File: config.mk
export PLATFORM = sky130hd
export DESIGN_NAME = inst_sequencer
export DESIGN_NICKNAME = d
export VERILOG_FILES = /design/src/rtl/core_pkg.sv /design/src/rtl/pc_unit.sv /design/src/rtl/inst_sequencer.sv
export SDC_FILE = /design/constraint.sdc
export NUM_CORES = 1
export LEC_CHECK = 0
export CAP_MARGIN = 20
export CORE_MARGIN = 2
export CORE_UTILIZATION = 30
export CTS_CLUSTER_SIZE = 12
export DETAILED_ROUTE_END_ITERATION = 6
export REMOVE_ABC_BUFFERS = 1
export SLEW_MARGIN = 20
export SYNTH_ARGS = -nofsm -noshare
export SYNTH_HDL_FRONTEND = slang
export SYNTH_SLANG_ARGS = --single-unit
File: constraint.sdc
create_clock -name clk -period 2.3 [get_ports clk]
set_input_delay 0.69 -clock clk [delete_from_list [all_inputs] [get_ports clk]]
set_output_delay 0.69 -clock clk [all_outputs]
set_load 0.02 [all_outputs]
File: src/rtl/core_pkg.sv
// Shared types and constants for the instruction sequencer.
// Holds the FSM state encoding, opcodes, branch encodings and PC width.
package core_pkg;

    localparam int PC_W = 5;
    localparam logic [PC_W-1:0] PC_ONE = PC_W'(1);

    typedef enum logic [2:0] {
        S_IDLE,
        S_FETCH,
        S_DECODE,
        S_EXEC,
        S_MEM,
        S_WB,
        S_HALT
    } seq_state_t;

    localparam logic [6:0] OP_LD = 7'b0000011;
    localparam logic [6:0] OP_SD = 7'b0100011;
    localparam logic [6:0] OP_R  = 7'b0110011;
    localparam logic [6:0] OP_BR = 7'b1100011;

    localparam logic [1:0] BR_NONE = 2'b00;
    localparam logic [1:0] BR_EQ   = 2'b01;
    localparam logic [1:0] BR_LT   = 2'b10;

    function automatic logic op_known(input logic [6:0] op);
        return (op == OP_LD) || (op == OP_SD) ||
               (op == OP_R)  || (op == OP_BR);
    endfunction

endpackage

File: src/rtl/pc_unit.sv
// Next-PC selection: sequential increment or relative branch target.
// Arithmetic is modulo 2**PC_W; carry and borrow fall off the top.
module pc_unit
    import core_pkg::*;
(
    input  logic [PC_W-1:0] pc,
    input  logic            taken,
    input  logic            dir,
    input  logic [4:0]      off,
    output logic [PC_W-1:0] next_pc
);

    // Backward branches subtract the offset, forward ones add it.
    always_comb begin
        next_pc = pc + PC_ONE;
        if (taken) begin
            next_pc = dir ? (pc - off) : (pc + off);
        end
    end

endmodule

File: src/rtl/inst_sequencer.sv
// Multi-cycle fetch/decode/exec/mem/wb sequencer with a 5-bit PC.
// Optional perf counters (cycle_cnt, retired_cnt) under SEQ_PERF_CNT_EN.
module inst_sequencer
    import core_pkg::*;
(
    input  logic            clk,
    input  logic            rst_n,
    input  logic            start,
    output logic            imem_req,
    input  logic            imem_ack,
    input  logic [31:0]     imem_data,
    output logic [31:0]     inst,
    input  logic            dec_reg_we,
    input  logic            dec_data_we,
    input  logic [1:0]      dec_branch,
    input  logic            dec_branch_dir,
    input  logic [4:0]      dec_branch_off,
    input  logic            alu_zero,
    input  logic            alu_neg,
    output logic [PC_W-1:0] pc,
    output logic            reg_we_strobe,
    output logic            data_we_strobe,
    output logic            busy,
    output logic            halted
`ifdef SEQ_PERF_CNT_EN
    ,
    output logic [31:0]     cycle_cnt,
    output logic [31:0]     retired_cnt
`endif
);

    seq_state_t      state;
    seq_state_t      next_state;
    logic            ir_load;
    logic            pc_load;
    logic            retire;
    logic            taken;
    logic [PC_W-1:0] next_pc;
    logic [6:0]      op;

    assign op = inst[6:0];

    pc_unit u_pc (
        .pc      (pc),
        .taken   (taken),
        .dir     (dec_branch_dir),
        .off     (dec_branch_off),
        .next_pc (next_pc)
    );

    // State register; reset kills an in-flight fetch at once.
    always_ff @(posedge clk or negedge rst_n) begin
        if (!rst_n) begin
            state <= S_IDLE;
        end else begin
            state <= next_state;
        end
    end

    // Next-state decode plus request, strobe and status outputs.
    always_comb begin
        next_state     = state;
        imem_req       = 1'b0;
        reg_we_strobe  = 1'b0;
        data_we_strobe = 1'b0;
        ir_load        = 1'b0;
        pc_load        = 1'b0;
        retire         = 1'b0;
        taken          = 1'b0;
        busy           = (state != S_IDLE) && (state != S_HALT);
        halted         = (state == S_HALT);
        unique case (state)
            S_IDLE: begin
                if (start) next_state = S_FETCH;
            end
            S_FETCH: begin
                imem_req = 1'b1;
                if (imem_ack) begin
                    ir_load    = 1'b1;
                    next_state = S_DECODE;
                end
            end
            S_DECODE: begin
                next_state = op_known(op) ? S_EXEC : S_HALT;
            end
            S_EXEC: begin
                if (dec_branch != BR_NONE) begin
                    taken = ((dec_branch == BR_EQ) && alu_zero) ||
                            ((dec_branch == BR_LT) && alu_neg);
                    pc_load    = 1'b1;
                    retire     = 1'b1;
                    next_state = S_FETCH;
                end else if ((op == OP_LD) || (op == OP_SD)) begin
                    next_state = S_MEM;
                end else if (op == OP_R) begin
                    next_state = S_WB;
                end else begin
                    pc_load    = 1'b1;
                    retire     = 1'b1;
                    next_state = S_FETCH;
                end
            end
            S_MEM: begin
                data_we_strobe = dec_data_we;
                if (op == OP_LD) begin
                    next_state = S_WB;
                end else begin
                    pc_load    = 1'b1;
                    retire     = 1'b1;
                    next_state = S_FETCH;
                end
            end
            S_WB: begin
                reg_we_strobe = dec_reg_we;
                pc_load       = 1'b1;
                retire        = 1'b1;
                next_state    = S_FETCH;
            end
            S_HALT: begin
                next_state = S_HALT;
            end
            default: begin
                next_state = S_IDLE;
            end
        endcase
    end

    // Program counter advances only when an instruction completes.
    always_ff @(posedge clk or negedge rst_n) begin
        if (!rst_n) begin
            pc <= '0;
        end else if (pc_load) begin
            pc <= next_pc;
        end
    end

    // Instruction register captures the word on fetch acknowledge.
    always_ff @(posedge clk or negedge rst_n) begin
        if (!rst_n) begin
            inst <= '0;
        end else if (ir_load) begin
            inst <= imem_data;
        end
    end

`ifdef SEQ_PERF_CNT_EN
    // Saturating busy-cycle and retired-instruction counters.
    always_ff @(posedge clk or negedge rst_n) begin
        if (!rst_n) begin
            cycle_cnt   <= '0;
            retired_cnt <= '0;
        end else begin
            if (busy && (cycle_cnt != '1)) begin
                cycle_cnt <= cycle_cnt + 32'd1;
            end
            if (retire && (retired_cnt != '1)) begin
                retired_cnt <= retired_cnt + 32'd1;
            end
        end
    end
`endif

endmodule

After elaboration in Yosys (flattened, before gate mapping)
Index checks and enable logic that the tools add are counted.
{"block": "word_totals", "regBits": 40, "in_bits": 48, "out_inout_bits": 42, "word_cells": 54}
{"block": "classes", "eq_ne": 15, "n_mux": 22, "n_reduce_logical": 11, "n_addsub": 3}
{"operator": "3-bit 2-to-1 mux", "n": 7}
{"operator": "3-bit case mux with 7 select lines", "n": 1}
{"operator": "7-bit by 6-bit equality test with 1-bit output (second input constant)", "n": 2}
{"operator": "1-bit 2-to-1 mux", "n": 11}
{"operator": "5-bit 2-to-1 mux", "n": 2}
{"operator": "3-bit equality test (second input constant)", "n": 3}
{"operator": "7-bit by 2-bit equality test with 1-bit output (second input constant)", "n": 1}
{"operator": "7-bit equality test (second input constant)", "n": 1}
{"operator": "3-bit by 2-bit equality test with 1-bit output (second input constant)", "n": 2}
{"operator": "5-bit by 1-bit adder with 5-bit output (second input constant)", "n": 1}
{"operator": "5-bit adder", "n": 1}
{"operator": "5-bit subtractor", "n": 1}
{"operator": "1-bit logical OR", "n": 4}
{"operator": "2-bit inequality test (second input constant)", "n": 2}
{"operator": "3-bit by 1-bit equality test with 1-bit output (second input constant)", "n": 1}
{"operator": "1-bit logical AND", "n": 3}
{"operator": "3-bit zero test", "n": 1}
{"operator": "3-bit inequality test (second input constant)", "n": 1}
{"operator": "1-bit case mux with 3 select lines", "n": 1}
{"operator": "3-bit nonzero test", "n": 1}
{"operator": "2-bit by 1-bit equality test with 1-bit output (second input constant)", "n": 1}
{"operator": "2-bit equality test (second input constant)", "n": 1}
{"operator": "2-bit AND reduction", "n": 1}
{"operator": "2-bit nonzero test", "n": 1}

Longest topological paths before layout
Gate-level depths: netlist of run 1.
{"block": "logic_depth", "depth_word": 6, "ltp_mapped": 11, "mapped_depth_nobuf": 10}

Hierarchy
Synthesis of run 1 repeated with hierarchy kept, for this count alone.
{"block": "unflattened", "cells_unflattened": 156, "area_unflattened_um2": 1943.1}
{"mod": "inst_sequencer", "n_inst": 1, "area_each_um2": 1696.6, "cells_each": 123, "seq_area_each_um2": 1001.0}
{"mod": "pc_unit", "n_inst": 1, "area_each_um2": 246.5, "cells_each": 33, "seq_area_each_um2": 0.0}

Worst setup path before layout of run 1
Ideal clock, no wire load.
{"block": "synth_path", "kind": "input -> register", "start": "in dec_branch_off[0]", "end": "reg pc[4]", "path_buffers": 0, "required_ns": 2.170, "path_slack_ns": -0.324, "stages": 10, "setup_time_ns": 0.130, "arrival_ns": 2.494, "path_cell_list": "inv_1 > ha_1 > or3_1 > and3_1 > ha_1 > nor2b_1 > o21a_1 > a311oi_1 > nor3_2 > xor2_1"}
{"block": "synth_via", "elab_chain_len": 3, "elab_cells_between_ends": 4, "cone_classes": "add/sub (2); mux (2)"}
{"item": "from (decl)", "line": "inst_sequencer.sv:17", "text": "input logic [4:0] dec_branch_off,"}
{"item": "5-bit adder / 5-bit subtractor (equally long branches)", "line": "pc_unit.sv:17", "text": "next_pc = dir ? (pc - off) : (pc + off);"}
{"item": "5-bit 2-to-1 mux *", "line": "pc_unit.sv:17"}
{"item": "5-bit 2-to-1 mux *", "line": "pc_unit.sv:16", "text": "if (taken) begin"}
{"item": "to (signal assigned)", "line": "inst_sequencer.sv:133", "text": "pc <= next_pc;"}
{"item": "to (decl)", "line": "inst_sequencer.sv:20", "text": "output logic [PC_W-1:0] pc,"}
Mark *: on every way between the ends. The rest lies on a longest branch, timed or not.
A chain may end at the register's enable or synchronous reset.

Worst setup path after layout of run 1
{"block": "layout_path", "start": "in dec_branch[0]", "end": "reg pc[4]"}
{"block": "layout_via", "elab_chain_len": 6, "elab_cells_between_ends": 11, "cone_classes": "eq/ne (2); mux (5); reduce/logical (4)"}
{"item": "from (decl)", "line": "inst_sequencer.sv:15", "text": "input logic [1:0] dec_branch,"}
{"item": "2-bit by 1-bit equality test with 1-bit output / 2-bit equality test (equally long branches)", "line": "inst_sequencer.sv:88, inst_sequencer.sv:89"}
{"item": "1-bit logical AND, on equally long branches", "line": "inst_sequencer.sv:88, inst_sequencer.sv:89"}
{"item": "1-bit logical OR", "line": "inst_sequencer.sv:88", "text": "taken = ((dec_branch == BR_EQ) && alu_zero) ||"}
{"item": "1-bit 2-to-1 mux", "line": "inst_sequencer.sv:87", "text": "if (dec_branch != BR_NONE) begin"}
{"item": "1-bit 2-to-1 mux", "line": "inst_sequencer.sv:72", "text": "unique case (state)"}
{"item": "5-bit 2-to-1 mux", "line": "pc_unit.sv:16"}
Several ways; a longest one is shown, not always the timed one.

==> impl_metrics.csv, run 1 <==
group,metric,value,unit
clock_tree,htree_num_levels,2,
global_route,grt_pass1_vias,1578,
clock_tree,clock-sinks,40,
timing,finClkSkew,5.85,ps
floorplanning,fp.dieArea,7210,sq um
routing,met2_length,2100,um
timing,grt_setup_unrepaired,"true",
yosys,synthXorXnorAreaFrac,1.34,%
final_layout,drive_above_1_share,30.5,%
yosys,syn_avg_cell_area,12.4,sq um
place,portBuffers,89,
clock_tree,clock_path_buffers,2,
routing,dr.pass1.iters,4,
routing,routed_wl,4450,um
yosys,async_reset_ff_share,100,%
final_layout,fin_util,51.1,%
clock_tree,holdBufCountCts,0,
routing,drc,0,
worst_setup_path,crit_type,"input pin to flop",
yosys,synth_cell_types,34,
floorplanning,die_y,84.9,um
yosys,synthCells,158,
outcome,status,"finished, violations left",
worst_setup_path,crit_fanout,3,
power,p_per_area,1290,nW/um^2
worst_setup_path,path_cells,"buf_6, nand3b_1, a211oi_2, buf_4, and3_4, ha_4, nor2b_4, o21a_1, o2111a_1, nor3_2, xor2_1",
worst_setup_path,worstSetupEndpointType,"flop",
place,place_ws,-902,ps
final_layout,stdcell_count,349,
clock_tree,numCtsBuffers,5,
yosys,synth-simple-area-share,12.9,%
place,hpwlAfterDp,3270,um
yosys,synth_top_family_by_area,"multiplexers",
power,ir_drop,0.671,mV
worst_setup_path,crit_slowest_cell,"a211oi_2",
yosys,ys_seq_area_share,51.0,%
final_layout,antenna_cells,0,
yosys,synth_fa_ha_area_share,4.21,%
timing,maxSlewHeadroom,65.2,%
power,combPwrFrac,54.5,%
final_layout,final_nets,325,
floorplanning,ios,90,
power,switching_power,1.51,mW
power,p_leak,1.40,nW
global_route,track_usage,12.9,%
clock_tree,worstSkewPairLatency,290,ps
final_layout,area_delta_synth_final,65.2,%
final_layout,design_area,3240,sq um
yosys,ys_ff_latch,40,
yosys,synthMuxAreaShare,18.9,%
power,power.internal,2.68,mW
timing,max_freq,0.420,GHz
power,power,4.20,mW
yosys,yosysWarnings,0,
place,dpl.cell_count,340,
timing,slew_viol_final,0,
power,power_frac_clock,14.9,%
floorplanning,rows,29,
worst_setup_path,crit_arrival,2590,ps
worst_setup_path,crit_required,2510,ps
routing,wl_met3,407,um
timing,holdWs,453,ps
routing,drt_iter0_drc,30,
place,place_area,3090,sq um
routing,highest-signal-layer,"met4",
yosys,synth_edf_count,0,
timing,hold_viol,0,
worst_setup_path,worst_setup_path_start_kind,"input pin",
global_route,antenna_found_initial,0,
floorplanning,die_w,84.9,um
routing,vias,1597,
worst_setup_path,cp_slowest_stage_delay,300,ps
timing,final-setup-viol-count,1,
place,gp_congestion,0.766,
clock_tree,cts-root-buf,"clkbuf_8",
yosys,synthFlopType,"dfrtp_1",
floorplanning,coreArea,6350,sq um
timing,setup_tns,-81.7,ps
yosys,syn_area,1960,sq um
job,maxCapViolCount,0,
yosys,synth_compound_area_share,8.29,%
timing,post-route-period-util,104,%
timing,worst_slack,-81.7,ps
timing,fin_crit,2380,ps
routing,via_per_inst,4.58,
timing,worstMarginPinSlew,523,ps
floorplanning,initial_core_util,30.9,%
routing,wirelength_met1,1910,um
routing,antenna_left,0,
clock_tree,cts_tree,"yes",
clock_tree,path_clk_slew,80,ps
routing,routedWlPerCell,12.8,um
global_route,overflow,0,
worst_hold_path,hold_class,"input pin to async pin",
power,seqPwrFrac,30.6,%
outcome,violations,"negative setup slack",
global_route,grt_pass1_wl,7440,um
power,switching_share,36.0,%
global_route,grt_max_degree,41,
final timing paths:
kind,start,endpoint,slack [ps],cells after the start
setup / recovery,dec_branch[0],pc[4],-80,11
hold / removal,rst_n,inst[3],450,2
setup reg to reg,state[2],pc[4],80,10
hold reg to reg,pc[4],pc[4],470,1
max in group asynchronous,rst_n,inst[7],1480,2
min in group clk,pc[4],pc[4],470,1
final cells by class:
| class | count | area [sq um] |
|---|---|---|
| Timing Repair Buffer | 112 | 1050 |
| Clock inverter | 1 | 30.0 |
| Tap cell | 77 | 96.3 |
| Inverter | 8 | 30.0 |
| Sequential cell | 40 | 1000 |
| Fill cell | 590 | 3110 |
| Multi-Input combinational cell | 104 | 937 |
| Clock buffer | 7 | 96.3 |
cells by family (layout without fill, tap and decap cells):
| kind of cell | after synthesis | in the layout |
|---|---|---|
| flops | 40 | 40 |
| simple gates | 40 | 40 |
| mux | 33 | 33 |
| compound gates | 22 | 22 |
| buf+inv | 14 | 128 |
| fa+ha+maj | 6 | 6 |
| xor+xnor | 3 | 3 |
layer usage:
layer | GRT usage [%] | vias to the layer above
met4 | 3.46 | 0
met3 | 5.25 | 5
li1 | - | 781
met5 | 0 | -
met1 | 15.3 | 753
met2 | 21.7 | 58
timing repair:
item / in CTS / in global routing
buffers inserted: 1 / 0
endpoints found under the hold margin: 0 / 0
pin swaps: 9 / 11
endpoints found under the setup margin: 9 / 4
resized for setup: 27 / 11
registers in the layout, indices dropped and copies added (netlist names):
register  count
inst         32
pc            5
state         3
power by group through the flow:
| stage | logic (mW) | clock network [mW] | registers [mW] |
|---|---|---|---|
| floorplan | 0.783 | 0 | 1.70 |
| global placement | 2.30 | 0 | 1.29 |
| detailed placement | 2.31 | 0 | 1.30 |
| CTS | 2.30 | 0.654 | 1.29 |
| global route | 2.48 | 0.677 | 1.35 |
| finish | 2.29 | 0.624 | 1.28 |
cell usage in the layout (no fill, tap or decap), types with 2 or more instances in the layout:
cell / n
clkdlybuf4s50_1: 75
dfrtp_1: 40
mux2_2: 32
buf_4: 22
o21ai_0: 11
inv_1: 8
nand2_1: 8
clkbuf_8: 7
nor2_1: 6
dlygate4sd2_1: 5
nand3b_1: 4
and3_1: 4
nand2b_1: 3
or3_1: 3
xor2_1: 3
clkdlybuf4s15_1: 3
nor3_1: 2
a21oi_1: 2
a21o_1: 2
ha_1: 2
ha_2: 2
clkbuf_2: 2
buf_2: 2
worst max-delay path: cells and delay by family:
kind / cells / cell delay [ps]
buffers and inverters: 2 / 260
AO/OA/AOI/OAI: 3 / 720
adder cells (fa/ha/maj): 1 / 190
AND/OR/NAND/NOR: 4 / 560
XOR/XNOR: 1 / 160
cells in the mapped netlist (2+ instances only):
library cell  instances  share of area [%]
inv_1                 8                1.5
nand2_1               8                1.5
nor3_1                2               0.51
ha_1                  5                3.2
or3_1                 3               0.96
mux2_2               32                 18
and3_1                5                1.6
buf_4                 3                1.1
nor2b_1               2               0.64
buf_2                 2               0.51
nand2b_1              3               0.96
nand3b_1              4                1.5
dfrtp_1              40                 51
xor2_1                3                1.3
a21o_1                2               0.76
a21oi_1               3               0.76
nor2_1                6                1.1
o21ai_0              11                2.8
No activity file was read; power rests on OpenSTA's default activity.
==> inputs of run 2 (changes only) <==
--- a/config.mk
+++ b/config.mk
@@ -5,8 +5,9 @@
 export SDC_FILE = /design/constraint.sdc
 export NUM_CORES = 1
 export LEC_CHECK = 0
-export CAP_MARGIN = 20
-export CORE_MARGIN = 2
+export ABC_CLOCK_PERIOD_IN_PS = 2300
+export CAP_MARGIN = 40
+export CORE_MARGIN = 4
 export CORE_UTILIZATION = 30
 export CTS_CLUSTER_SIZE = 12
 export DETAILED_ROUTE_END_ITERATION = 6
==> impl_metrics.csv, run 2 (synthesized netlist as in run 1, its figures left out) <==
group,metric,value,unit
outcome,status,"finished, violations left",
final_layout,fin_util,51.2,%
timing,hold_viol,0,
clock_tree,clock-sinks,40,
power,ir_drop,0.723,mV
final_layout,final_nets,328,
worst_setup_path,r2r_setup_slack,100,ps
timing,slew_viol_final,0,
timing,max_freq,0.425,GHz
global_route,antenna_found_initial,0,
routing,drt_iter0_drc,32,
global_route,grt_max_degree,41,
timing,fin_crit,2350,ps
routing,dr.pass1.iters,4,
clock_tree,worstSkewPairLatency,290,ps
final_layout,largest_reg_flops,32,
place,gp_congestion,0.747,
job,maxCapViolCount,0,
floorplanning,die_w,88.9,um
timing,grt_setup_unrepaired,"true",
global_route,grt_pass1_vias,1662,
place,hpwlAfterDp,3700,um
worst_setup_path,crit_type,"input pin to flop",
floorplanning,rows,29,
final_layout,drive_above_1_share,32.4,%
final_layout,fill_cells,596,
final_layout,final_common_cell,"clkdlybuf4s50_1",
clock_tree,numCtsBuffers,5,
power,p_leak,1.41,nW
power,p_per_area,1290,nW/um^2
timing,worstMarginPinSlew,511,ps
power,power,4.21,mW
timing,maxSlewHeadroom,65.9,%
worst_setup_path,crit_fanout,3,
timing,post-route-period-util,102,%
final_layout,design_area,3250,sq um
global_route,grt_pass1_wl,7780,um
timing,final-setup-viol-count,1,
clock_tree,cts_tree,"yes",
routing,routed_wl,4850,um
routing,antenna_left,0,
worst_setup_path,crit_required,2520,ps
worst_hold_path,hold_class,"input pin to async pin",
place,place_area,3110,sq um
floorplanning,initial_core_util,30.9,%
global_route,track_usage,13.0,%
clock_tree,htree_num_levels,2,
final_layout,regMostFlops,"inst",
timing,worst_slack,-50.6,ps
global_route,overflow,0,
floorplanning,coreArea,6350,sq um
final_layout,largest_registers,"inst x32, pc x5, state x3",
clock_tree,clock_path_buffers,2,
worst_setup_path,worstSetupEndpointType,"flop",
place,place_ws,-908,ps
final_layout,layout_common_cells,"75 x clkdlybuf4s50_1, 40 x dfrtp_1, 32 x mux2_2",
routing,drc,0,
worst_setup_path,worst_setup_path_start_kind,"input pin",
floorplanning,die_y,88.9,um
final_layout,area_delta_synth_final,65.7,%
clock_tree,path_clk_slew,70,ps
floorplanning,ios,90,
outcome,violations,"negative setup slack",
floorplanning,fp.dieArea,7900,sq um
place,portBuffers,89,
final_layout,antenna_cells,0,
routing,vias,1612,
routing,routedWlPerCell,13.8,um
routing,via_per_inst,4.58,
timing,finClkSkew,3.61,ps
clock_tree,cts-root-buf,"clkbuf_8",
worst_setup_path,crit_arrival,2570,ps
## run 2: cell count changes in the layout (fill, tap and decap cells not counted), sizes merged
cell           change
clkdlybuf4s15      -2
clkinv             +1
buf                +6
clkbuf             -2
## run 2: worst paths after layout
check / from / end / cells after the start
max reg2reg: state[2] / pc[4] / 10
max: dec_branch_off[1] / pc[4] / 11
min in group clk: pc[4] / pc[4] / 1
min: rst_n / inst[1] / 2
max in group asynchronous: rst_n / inst[12] / 2
min reg2reg: pc[4] / pc[4] / 1
## run 2: metrics by stage
stage	instances	hold WS (ps)	setup TNS (ps)
detailed placement	343	471	-3250
global route	352	497	-256
floorplan	152	394	-1800
finish	352	447	-50.6
CTS	352	469	-146
global placement	343	466	-3000
## run 2: layout make-up
class                           instances  area (sq um)  area share (%)
Timing Repair Buffer                  115          1070            32.9
Sequential cell                        40          1000            30.8
Multi-Input combinational cell        104           947            29.1
Tap cell                               77          96.3            2.96
Clock buffer                            6          72.6            2.23
Clock inverter                          2          35.0            1.08
Inverter                                8          30.0           0.923
## run 2: power by group
part           internal [mW]  switching [mW]  total [mW]
sequential              1.06           0.230        1.29
combinational           1.29            1.06        2.35
clock                  0.322           0.246       0.568
## run 2: routing by layer
layer	vias to the layer above	track usage, %	part of all wire, %	routed length (um)
li1	792	-	-	-
met1	765	15.5	41	2010
met2	48	21.3	48	2350
met3	7	4.98	8.9	434
met4	0	4.53	1.1	55
met5	-	0	0	0
## run 2: critical path, stage by stage
cell	delay (ps)
clkdlybuf4s15_2	190
inv_2	40
ha_4	150
or3_1	300
and3_4	180
ha_4	210
nor2b_4	120
o21a_1	180
o2111a_1	240
nor3_2	120
xor2_1	160
## run 2: what timing repair did
| action | CTS | global route |
|---|---|---|
| setup endpoints to repair | 9 | 4 |
| resized for setup | 38 | 8 |
| pin swaps | 11 | 10 |
| hold buffers | 0 | 0 |
| gates cloned | 0 | 0 |
| buffers inserted | 1 | 0 |
==> inputs of run 3 (changes only) <==
--- a/config.mk
+++ b/config.mk
@@ -5,6 +5,7 @@
 export SDC_FILE = /design/constraint.sdc
 export NUM_CORES = 1
 export LEC_CHECK = 0
+export ABC_AREA = 1
 export ABC_CLOCK_PERIOD_IN_PS = 2300
 export CAP_MARGIN = 40
 export CORE_MARGIN = 4
==> impl_metrics.csv, run 3 <==
group,metric,value,unit
worst_setup_path,r2r_start,"state[2]",
power,power_frac_clock,12.7,%
timing,worstMarginPinSlew,473,ps
floorplanning,coreArea,6760,sq um
global_route,use_met1,13.7,%
place,dpl.cell_count,373,
yosys,synth_top_family_by_area,"multiplexers",
global_route,grt_pass1_vias,1790,
floorplanning,rows,30,
clock_tree,cts_tree,"yes",
worst_setup_path,worstRegToRegCells,11,
clock_tree,clock_path_buffers,2,
yosys,synthCells,192,
timing,fin_crit,2170,ps
final_layout,regMostFlops,"inst",
job,maxCapViolCount,0,
clock_tree,path_clk_slew,70,ps
yosys,yosysMostFrequentCell,"dfrtp_1",
final_layout,stdcell_count,386,
worst_setup_path,crit_required,2480,ps
timing,post-route-period-util,94.4,%
floorplanning,die_y,91.2,um
final_layout,largest_registers,"inst x32, pc x5, state x3",
worst_hold_path,hold_class,"input pin to async pin",
final_layout,final_nets,359,
timing,max_freq,0.461,GHz
power,switching_share,37.5,%
yosys,yosysTopAreaCell,"dfrtp_1",
power,switching_power,1.63,mW
timing,final-setup-viol-count,0,
global_route,track_usage,11.7,%
global_route,antenna_found_initial,0,
floorplanning,ios,90,
global_route,top_usage_layer,"met2",
worst_setup_path,r2r_end,"pc[4]",
final_layout,fin_util,49.4,%
floorplanning,fp.dieArea,8310,sq um
yosys,ys_seq_area_share,48.3,%
clock_tree,holdBufCountCts,0,
yosys,synthFlopType,"dfrtp_1",
yosys,synthMuxAreaShare,18.8,%
worst_setup_path,r2r_setup_slack,150,ps
timing,maxSlewHeadroom,68.5,%
final_layout,area_delta_synth_final,61.0,%
worst_setup_path,crit_fanout,2,
outcome,status,"finished, final reports clean",
clock_tree,worstSkewPairLatency,280,ps
final_layout,antenna_cells,0,
timing,holdWs,355,ps
yosys,yosysTopAreaCellShare,48.3,%
floorplanning,die_w,91.2,um
final_layout,largest_reg_flops,32,
power,p_per_area,1300,nW/um^2
power,p_leak,1.57,nW
yosys,syn_avg_cell_area,10.8,sq um
yosys,synth_top_cells_by_count,"40 x dfrtp_1, 22 x inv_1, 22 x nor2_1, 20 x mux2_4, 20 x nand2_1",
place,gp_congestion,0.712,
timing,setup_tns,0,ps
clock_tree,numCtsBuffers,5,
final_layout,final_common_cell,"clkdlybuf4s50_1",
power,power.internal,2.71,mW
clock_tree,cts-root-buf,"clkbuf_8",
final_layout,drive_above_1_share,28.8,%
routing,drc,0,
clock_tree,clock-sinks,40,
power,combPwrFrac,57.6,%
clock_tree,htree_num_levels,2,
routing,routedWlPerCell,12.3,um
routing,antenna_left,0,
yosys,synth_edf_count,0,
power,seqPwrFrac,29.7,%
worst_setup_path,crit_type,"input pin to flop",
timing,finClkSkew,5.63,ps
yosys,synth-simple-area-share,14.2,%
routing,drt_iter0_drc,48,
worst_setup_path,crit_arrival,2350,ps
global_route,met2_usage,19.3,%
place,portBuffers,89,
yosys,synth_compound_area_share,6.63,%
routing,via_per_inst,4.41,
routing,vias,1703,
yosys,synth_cell_types,32,
power,ir_drop,0.589,mV
final_layout,layout_common_cells,"75 x clkdlybuf4s50_1, 39 x dfrtp_1, 21 x nor2_1",
global_route,grt_max_degree,38,
yosys,yosysWarnings,0,
yosys,synthXorXnorAreaFrac,1.27,%
place,hpwlAfterDp,3560,um
global_route,met3_usage,5.47,%
yosys,yosys-top-cells-area,"dfrtp_1 48%, mux2_4 14%, inv_1 4.0%",
worst_setup_path,worstSetupEndpointType,"flop",
routing,dr.pass1.iters,4,
final_layout,fill_cells,642,
yosys,syn_area,2070,sq um
global_route,grt_pass1_wl,8000,um
routing,routed_wl,4760,um
yosys,ys_ff_latch,40,
floorplanning,initial_core_util,30.7,%
global_route,overflow,0,
worst_setup_path,worst_setup_path_start_kind,"input pin",
yosys,synth_fa_ha_area_share,3.98,%
timing,hold_viol,0,
yosys,async_reset_ff_share,100,%
timing,slew_viol_final,0,
-- run 3: changes by cell type in the layout (fill, tap and decap cells not counted), sizes merged, moves of 4 or more --
cell / previous run / this run
clkbuf: 7 / 12
a21oi: 3 / 15
buf: 32 / 21
nor2: 6 / 23
inv: 8 / 25
nand2: 8 / 23
o21ai: 11 / 7
and3: 5 / 0
nand3: 1 / 9
mux2: 32 / 27
-- run 3: final cells by class --
cell class	count	area [sq um]	area share (%)
timing repair buffer	109	1020	30.7
multi-input combinational	124	1010	30.1
sequential	40	1000	30.0
tap	80	100	3.00
inverter	25	98.8	2.96
clock buffer	6	72.6	2.17
clock inverter	2	35.0	1.05
-- run 3: logic make-up (layout without fill, tap and decap cells) --
group,after synthesis,after routing
muxes,28,28
buffers and inverters,28,142
and+or+nand+nor,62,62
xor gates and xnor gates,3,3
DFF,40,40
AOI/OAI and AO/OA,25,25
adders and majority gates,6,6
-- run 3: layer usage --
| metal | share of wire [%] | wire, um |
|---|---|---|
| met5 | 0 | 0 |
| met4 | 0.61 | 29 |
| met3 | 8.3 | 396 |
| met2 | 48 | 2290 |
| met1 | 43 | 2040 |
-- run 3: how the worst max path moves through the flow --
stage | startpoint | endpoint | slack, ps | cells past startpoint
detailed placement | dec_branch_off[0] | pc[4] | -600 | 14
global placement | dec_branch_off[0] | pc[4] | -540 | 14
global route | state[2] | pc[4] | -9 | 12
floorplan | dec_branch_off[0] | pc[4] | 0.05 | 13
CTS | alu_neg | pc[4] | -40 | 13
finish | dec_branch_off[0] | pc[4] | 130 | 12
-- run 3: what timing repair did --
item / CTS / global route
setup endpoints to repair: 8 / 5
buffers inserted: 2 / 3
resized for setup: 17 / 31
pin swaps: 13 / 12
cloned: 0 / 0
-- run 3: stage by stage --
step	worst slack, ps	cell area [sq um]	total power, mW
final	129	3340	4.34
after global routing	-9.45	3340	4.67
after floorplan	0.0528	2030	2.69
after CTS	-43.8	3270	4.36
after global placement	-541	3140	3.75
after detailed placement	-599	3140	3.76
-- run 3: critical path: stages --
cell	delay (ps)
clkbuf_2	110
inv_2	60
ha_2	260
mux2i_1	120
and2_1	150
inv_1	50
fa_2	330
nand3b_1	180
nand2_2	80
nand4_1	150
nand4_1	100
nand2_1	50
-- run 3: power groups by stage --
stage          Clock, mW  Sequential, mW  Combinational [mW]
6_report           0.552            1.29                2.50
5_1_grt            0.623            1.34                2.70
4_1_cts            0.590            1.29                2.48
3_5_place_dp           0            1.29                2.47
3_3_place_gp           0            1.29                2.46
2_1_floorplan          0            1.68                1.01
